--- src/rtl/cs_window_filter.sv ---
// cs_window_filter: streaming approximate-average smoother over a sliding
// window of WIN = 2**LOG2_DIV + 1 unsigned samples.
//
// For every accepted sample that completes a full window, Xappr is the largest
// window sample not exceeding the window mean. The block then outputs
//   Y = (sum + WIN*Xappr) >> LOG2_DIV.
//
// Handshake: in_valid=1 on a rising clk edge means X is consumed at that edge.
// There is no back-pressure. out_valid is a one-cycle pulse and Y is
// meaningful only while it is high; Y holds its last value otherwise. An
// accepted sample that completes a full window produces its pulse after the
// following edge, so the input-to-output delay is two cycles.
//
// Optional build macro CS_WINDOW_ROUND_EN: when defined, Y is rounded half up
// instead of truncated. Handshake and latency are the same in both builds.
// LOG2_DIV must be in the range 1..5.
module cs_window_filter #(
  parameter  int DATA_W   = 8,
  parameter  int LOG2_DIV = 3,
  localparam int OUT_W    = DATA_W + 2
) (
  input  logic              clk,
  input  logic              reset,      // asynchronous, active low
  input  logic              flush,      // synchronous clear of window state
  input  logic              in_valid,
  input  logic [DATA_W-1:0] X,
  output logic              out_valid,
  output logic [OUT_W-1:0]  Y
);

  localparam int WIN   = (1 << LOG2_DIV) + 1;
  localparam int SUM_W = DATA_W + LOG2_DIV + 1;  // holds WIN * max sample
  localparam int T_W   = SUM_W + 1;              // holds sum + WIN*Xappr
  localparam int CNT_W = $clog2(WIN + 1);

  localparam logic [SUM_W-1:0] WIN_S = SUM_W'(WIN);
  localparam logic [T_W-1:0]   WIN_T = T_W'(WIN);
  localparam logic [CNT_W-1:0] WIN_C = CNT_W'(WIN);

  // Stage-1 state: r_win[0] is the newest sample, r_win[WIN-1] the oldest.
  logic [DATA_W-1:0] r_win [WIN];
  logic [SUM_W-1:0]  r_sum;
  logic [CNT_W-1:0]  r_fill;
  logic              r_pend;     // stage-1 holds a result that should be emitted

  // Stage-2 state.
  logic              r_out_valid;
  logic [OUT_W-1:0]  r_y;

  logic [CNT_W-1:0]  w_fill_next;
  logic [SUM_W-1:0]  w_sum_next;
  logic [DATA_W-1:0] w_xappr;
  logic [T_W-1:0]    w_t;
  logic [T_W-1:0]    w_t_adj;
  logic [OUT_W-1:0]  w_y_next;
  logic              w_emit;

  // Fill count saturates at WIN; running sum adds newest and drops oldest.
  always_comb begin
    w_fill_next = (r_fill == WIN_C) ? WIN_C : r_fill + CNT_W'(1);
    w_sum_next  = r_sum + SUM_W'(X) - SUM_W'(r_win[WIN-1]);
  end

  // Stage 1: window shift, running sum, fill count and pending-result flag.
  always_ff @(posedge clk or negedge reset) begin
    if (!reset) begin
      for (int i = 0; i < WIN; i++) r_win[i] <= '0;
      r_sum  <= '0;
      r_fill <= '0;
      r_pend <= 1'b0;
    end else if (flush) begin
      // Flush wins over a simultaneous sample, which is discarded.
      for (int i = 0; i < WIN; i++) r_win[i] <= '0;
      r_sum  <= '0;
      r_fill <= '0;
      r_pend <= 1'b0;
    end else if (in_valid) begin
      r_win[0] <= X;
      for (int i = 1; i < WIN; i++) r_win[i] <= r_win[i-1];
      r_sum  <= w_sum_next;
      r_fill <= w_fill_next;
      r_pend <= (w_fill_next == WIN_C);
    end else begin
      r_pend <= 1'b0;
    end
  end

  // Xappr: largest sample whose value times WIN does not exceed the sum,
  // i.e. the largest sample not above the mean, found without a divider.
  // The window minimum always qualifies, so a zero start value is safe.
  always_comb begin
    w_xappr = '0;
    for (int i = 0; i < WIN; i++) begin
      if ((SUM_W'(r_win[i]) * WIN_S) <= r_sum && r_win[i] > w_xappr) begin
        w_xappr = r_win[i];
      end
    end
  end

  // Result: T = sum + WIN*Xappr at full width, then divide by 2**LOG2_DIV.
  always_comb begin
    w_t = T_W'(r_sum) + (T_W'(w_xappr) * WIN_T);
`ifdef CS_WINDOW_ROUND_EN
    w_t_adj = w_t + T_W'(1 << (LOG2_DIV - 1));
`else
    w_t_adj = w_t;
`endif
    w_y_next = w_t_adj[T_W-1:LOG2_DIV];
  end

  // A flush on the edge that would register a result cancels it.
  assign w_emit = r_pend & ~flush;

  // Stage 2: register the pulse and the result; Y holds between pulses.
  always_ff @(posedge clk or negedge reset) begin
    if (!reset) begin
      r_out_valid <= 1'b0;
      r_y         <= '0;
    end else begin
      r_out_valid <= w_emit;
      if (w_emit) r_y <= w_y_next;
    end
  end

  assign out_valid = r_out_valid;
  assign Y         = r_y;

endmodule
--- config.mk ---
export PLATFORM = sky130hd
export DESIGN_NAME = cs_window_filter
export DESIGN_NICKNAME = d
export VERILOG_FILES = /design/src/rtl/cs_window_filter.sv
export SDC_FILE = /design/constraint.sdc
export NUM_CORES = 1
export LEC_CHECK = 0
export ABC_CLOCK_PERIOD_IN_PS = 26400
export CORE_UTILIZATION = 65
export DETAILED_ROUTE_END_ITERATION = 12
export MAX_ROUTING_LAYER = met4
export PLACE_DENSITY = 0.83
export SETUP_SLACK_MARGIN = 0.3
export SLEW_MARGIN = 30
export SYNTH_ARGS = -nofsm -noshare
export SYNTH_HDL_FRONTEND = slang
export SYNTH_SLANG_ARGS = --single-unit
--- constraint.sdc ---
create_clock -name clk -period 26.4 [get_ports clk]
set_input_delay 3.96 -clock clk [delete_from_list [all_inputs] [get_ports clk]]
set_output_delay 3.96 -clock clk [all_outputs]
set_load 0.1 [all_outputs]
==> metrics.md <==
| Metric | Value |
|---|---|
| Status | finished, final reports clean |
| Clock-pin slew on the worst setup and hold paths | 0.07 ns |
| Fin. Hold Viols | 0 |
| Max-cap violations | 0 |
| Post-synth top flop | dfrtp_1 |
| CTS Root Cell | clkbuf_16 |
| Clock Path Buffers | 2 |
| Final HPWL DP | 24,050 um |
| NumNets Final | 1,819 |
| P&R area growth vs syn | 5.842% |
| Antenna Violating Nets Remaining | 0 |
| Routed via count | 10,950 |
| RSZ-0062 raised after global routing | no |
| Setup TNS | 0 ns |
| Critical Path AT | 22.50 ns |
| Async S/R FF share, synth | 1.000 |
| Critical Path End Type | flip-flop |
| Yosys top cell by area | ha_1 |
| Max Fanout on Critical Path | 16 |
| CP max stage delay | 0.69 ns |
| Die width | 143.2 um |
| Most frequent cells in the layout | ha_1, inv_1, nor2_1, a21oi_1, dfrtp_1 |
| Synth unique cells | 77 |
| Fmax | 44.91 MHz |
| CTS Buf Count | 9 |
| Die ar. | 0.02050 mm^2 |
| Crit Path Class | flip-flop to flip-flop |
| Final worst-path cycle share | 0.8435 |
| First-pass GRT wire length | 53,130 um |
| Share of the synthesized area in the top cell type | 0.2732 |
| Setup Skew | 0.009126 ns |
| Grt total ovfl | 0 |
| Post-CTS setup buffer count | 0 |
| Pins over their slew limit | 0 |
| Share of cells above drive strength 1 | 0.04114 |
| CTS sink count | 100 |
| Htree depth | 3 |
| Die Span Y | 143.2 um |
| Startpoint types | flip-flop |
| Routability cong. | 0.9703 |
| Least-Margin Pin Slew | 0.9823 ns |
| Detailed-route vias per instance | 6.178 |
| Post-synth net total | 1,815 |
| Register cell area after layout | 0.002502 mm^2 |
| Diodes inserted | 0 |
| Total of warnings raised by yosys | 0 |
| Gate Count Post-Synth | 1,498 |
| GRT Total Usage | 0.3445 |
| Multi-input logic area | 0.009641 mm^2 |
| IO buf count | 22 |
| EDFF count, synth | 0 |
| Syn Std Cell Area | 0.01296 mm^2 |
| Max_slew headroom | 0.3431 |
| Crit-path slowest cell | a21oi_1 |
| Fillers | 1,592 |
| Crit path time final | 22.27 ns |
| Worst path required time | 26.64 ns |
| Antenna violations before repair | 0 |
| Hold Crit Class | flip-flop to flip-flop |
| Leading cell type in the layout, fill and taps excluded | ha_1 |
| Iteration-0 DRC count of the detailed router | 586 |
| Avg Inst Size Synth | 8.651 um^2 |
| Cts repair resizes | 0 |
| 1st-pass router iterations | 6 |
| Largest net degree at the start of global routing | 91 |
| Vias in the first global route | 10,570 |
| Post-CTS Hold Buffers | 0 |
| Area contributors post-synth | ha_1, dfrtp_1, mux2i_1, inv_1, nor2_1 |
| Routed WL per cell | 18.35 um |
| Setup violations, final | 0 |
| Top-level I/O count | 23 |
| Drt drc | 0 |
| CORE AREA | 0.01953 mm^2 |
| Post-synthesis sequential area ratio | 0.1931 |
| Row count | 51 |
| Initial Util | 0.6637 |
| Worst-skew pair later-pin latency | 0.37 ns |
| Final WL | 32,510 um |
| Synth Register Bits | 100 |
| CTS tree | built |
## flip-flops by register name, summed over array words and instances (netlist names)
name,count
r_win,72
r_sum,12
Y,10
r_fill,4
out_valid,1
r_pend,1
## final timing paths
kind                       startpoint   endpoint  cells after the start  slack, ns
min reg2reg                      Y[6]       Y[6]                      2       0.49
max                         r_win[65]       Y[9]                    102       4.13
min                              Y[6]       Y[6]                      2       0.49
max reg2reg                 r_win[65]       Y[9]                    102       4.13
min in group asynchronous       reset   r_sum[5]                      1       3.57
max in group asynchronous       reset  r_win[31]                      2      21.60
## cell usage after synthesis, types with 3 or more instances
| library cell | n |
|---|---|
| a221o_1 | 3 |
| nor2_1 | 149 |
| xnor2_1 | 50 |
| nand3_1 | 17 |
| a2111oi_0 | 5 |
| fa_1 | 22 |
| o21a_1 | 16 |
| o211ai_1 | 7 |
| xor2_1 | 18 |
| buf_1 | 6 |
| and2_1 | 8 |
| and4_1 | 4 |
| o21ai_1 | 5 |
| a31oi_1 | 5 |
| mux2i_1 | 94 |
| nand2_1 | 82 |
| a211oi_1 | 11 |
| a211o_1 | 5 |
| dfrtp_1 | 100 |
| a2111o_1 | 3 |
| o211ai_2 | 5 |
| o21ai_0 | 57 |
| a21oi_1 | 102 |
| a21o_1 | 69 |
| nand2b_1 | 15 |
| inv_1 | 177 |
| clkbuf_1 | 28 |
| o21bai_1 | 7 |
| ha_1 | 283 |
| and3_1 | 6 |
| nor2b_1 | 21 |
| nor3_1 | 22 |
| mux2_2 | 11 |
| nand4_1 | 32 |
## logic make-up (layout without fill, tap and decap cells)
family                     after synthesis  count (layout)  synth area share
muxes                                  108             108           0.08526
buffers and inverters                  214             223           0.06295
and+or+nand+nor                        367             367            0.1303
xor gates and xnor gates                68              68           0.04596
DFF                                    100             100            0.1931
AOI/OAI and AO/OA                      333             333            0.1727
adders and majority gates              308             308            0.3096
## final cells by class
cell class / count / share of cell area
Tap cell: 265 / 0.02417
Clock buffer: 9 / 0.01642
Sequential cell: 100 / 0.1824
Inverter: 177 / 0.04844
Multi-Input combinational cell: 1184 / 0.7029
Timing Repair Buffer: 30 / 0.02016
Clock inverter: 7 / 0.005473
## metrics by stage
| step | worst slack [ns] | hold WS, ns | util | cell area [um^2] | cells |
|---|---|---|---|---|---|
| global route | 2.321 | 0.5212 | 0.7024 | 13720 | 1772 |
| floorplan | 6.638 | 0.4863 | - | 12960 | 1498 |
| global placement | 5.228 | 0.4630 | 0.6869 | 13410 | 1756 |
| CTS | 4.345 | 0.4885 | 0.7022 | 13710 | 1772 |
| finish | 4.133 | 0.4858 | 0.7024 | 13720 | 1772 |
| detailed placement | 4.533 | 0.4723 | 0.6869 | 13410 | 1756 |
## critical path, delay by kind of cell, from the launching register on
kind	cells	cell delay (ns)
AO/OA/AOI/OAI	46	10.98
AND/OR/NAND/NOR	26	4.33
adder cells (fa/ha/maj)	15	4.23
multiplexers	4	1.31
buffers and inverters	10	0.68
flip-flops	1	0.45
XOR/XNOR	1	0.15
## per-layer routing
| metal | global-route usage | up-vias | share of wire |
|---|---|---|---|
| li1 | - | 5297 | - |
| met1 | 0.4279 | 5229 | 0.44 |
| met2 | 0.5597 | 334 | 0.46 |
| met3 | 0.05198 | 87 | 0.065 |
| met4 | 0.1392 | 0 | 0.036 |
| met5 | - | - | 0 |
Power is not shown: default switching activity piles up to over one toggle a cycle in this logic, so the estimate is an artifact.
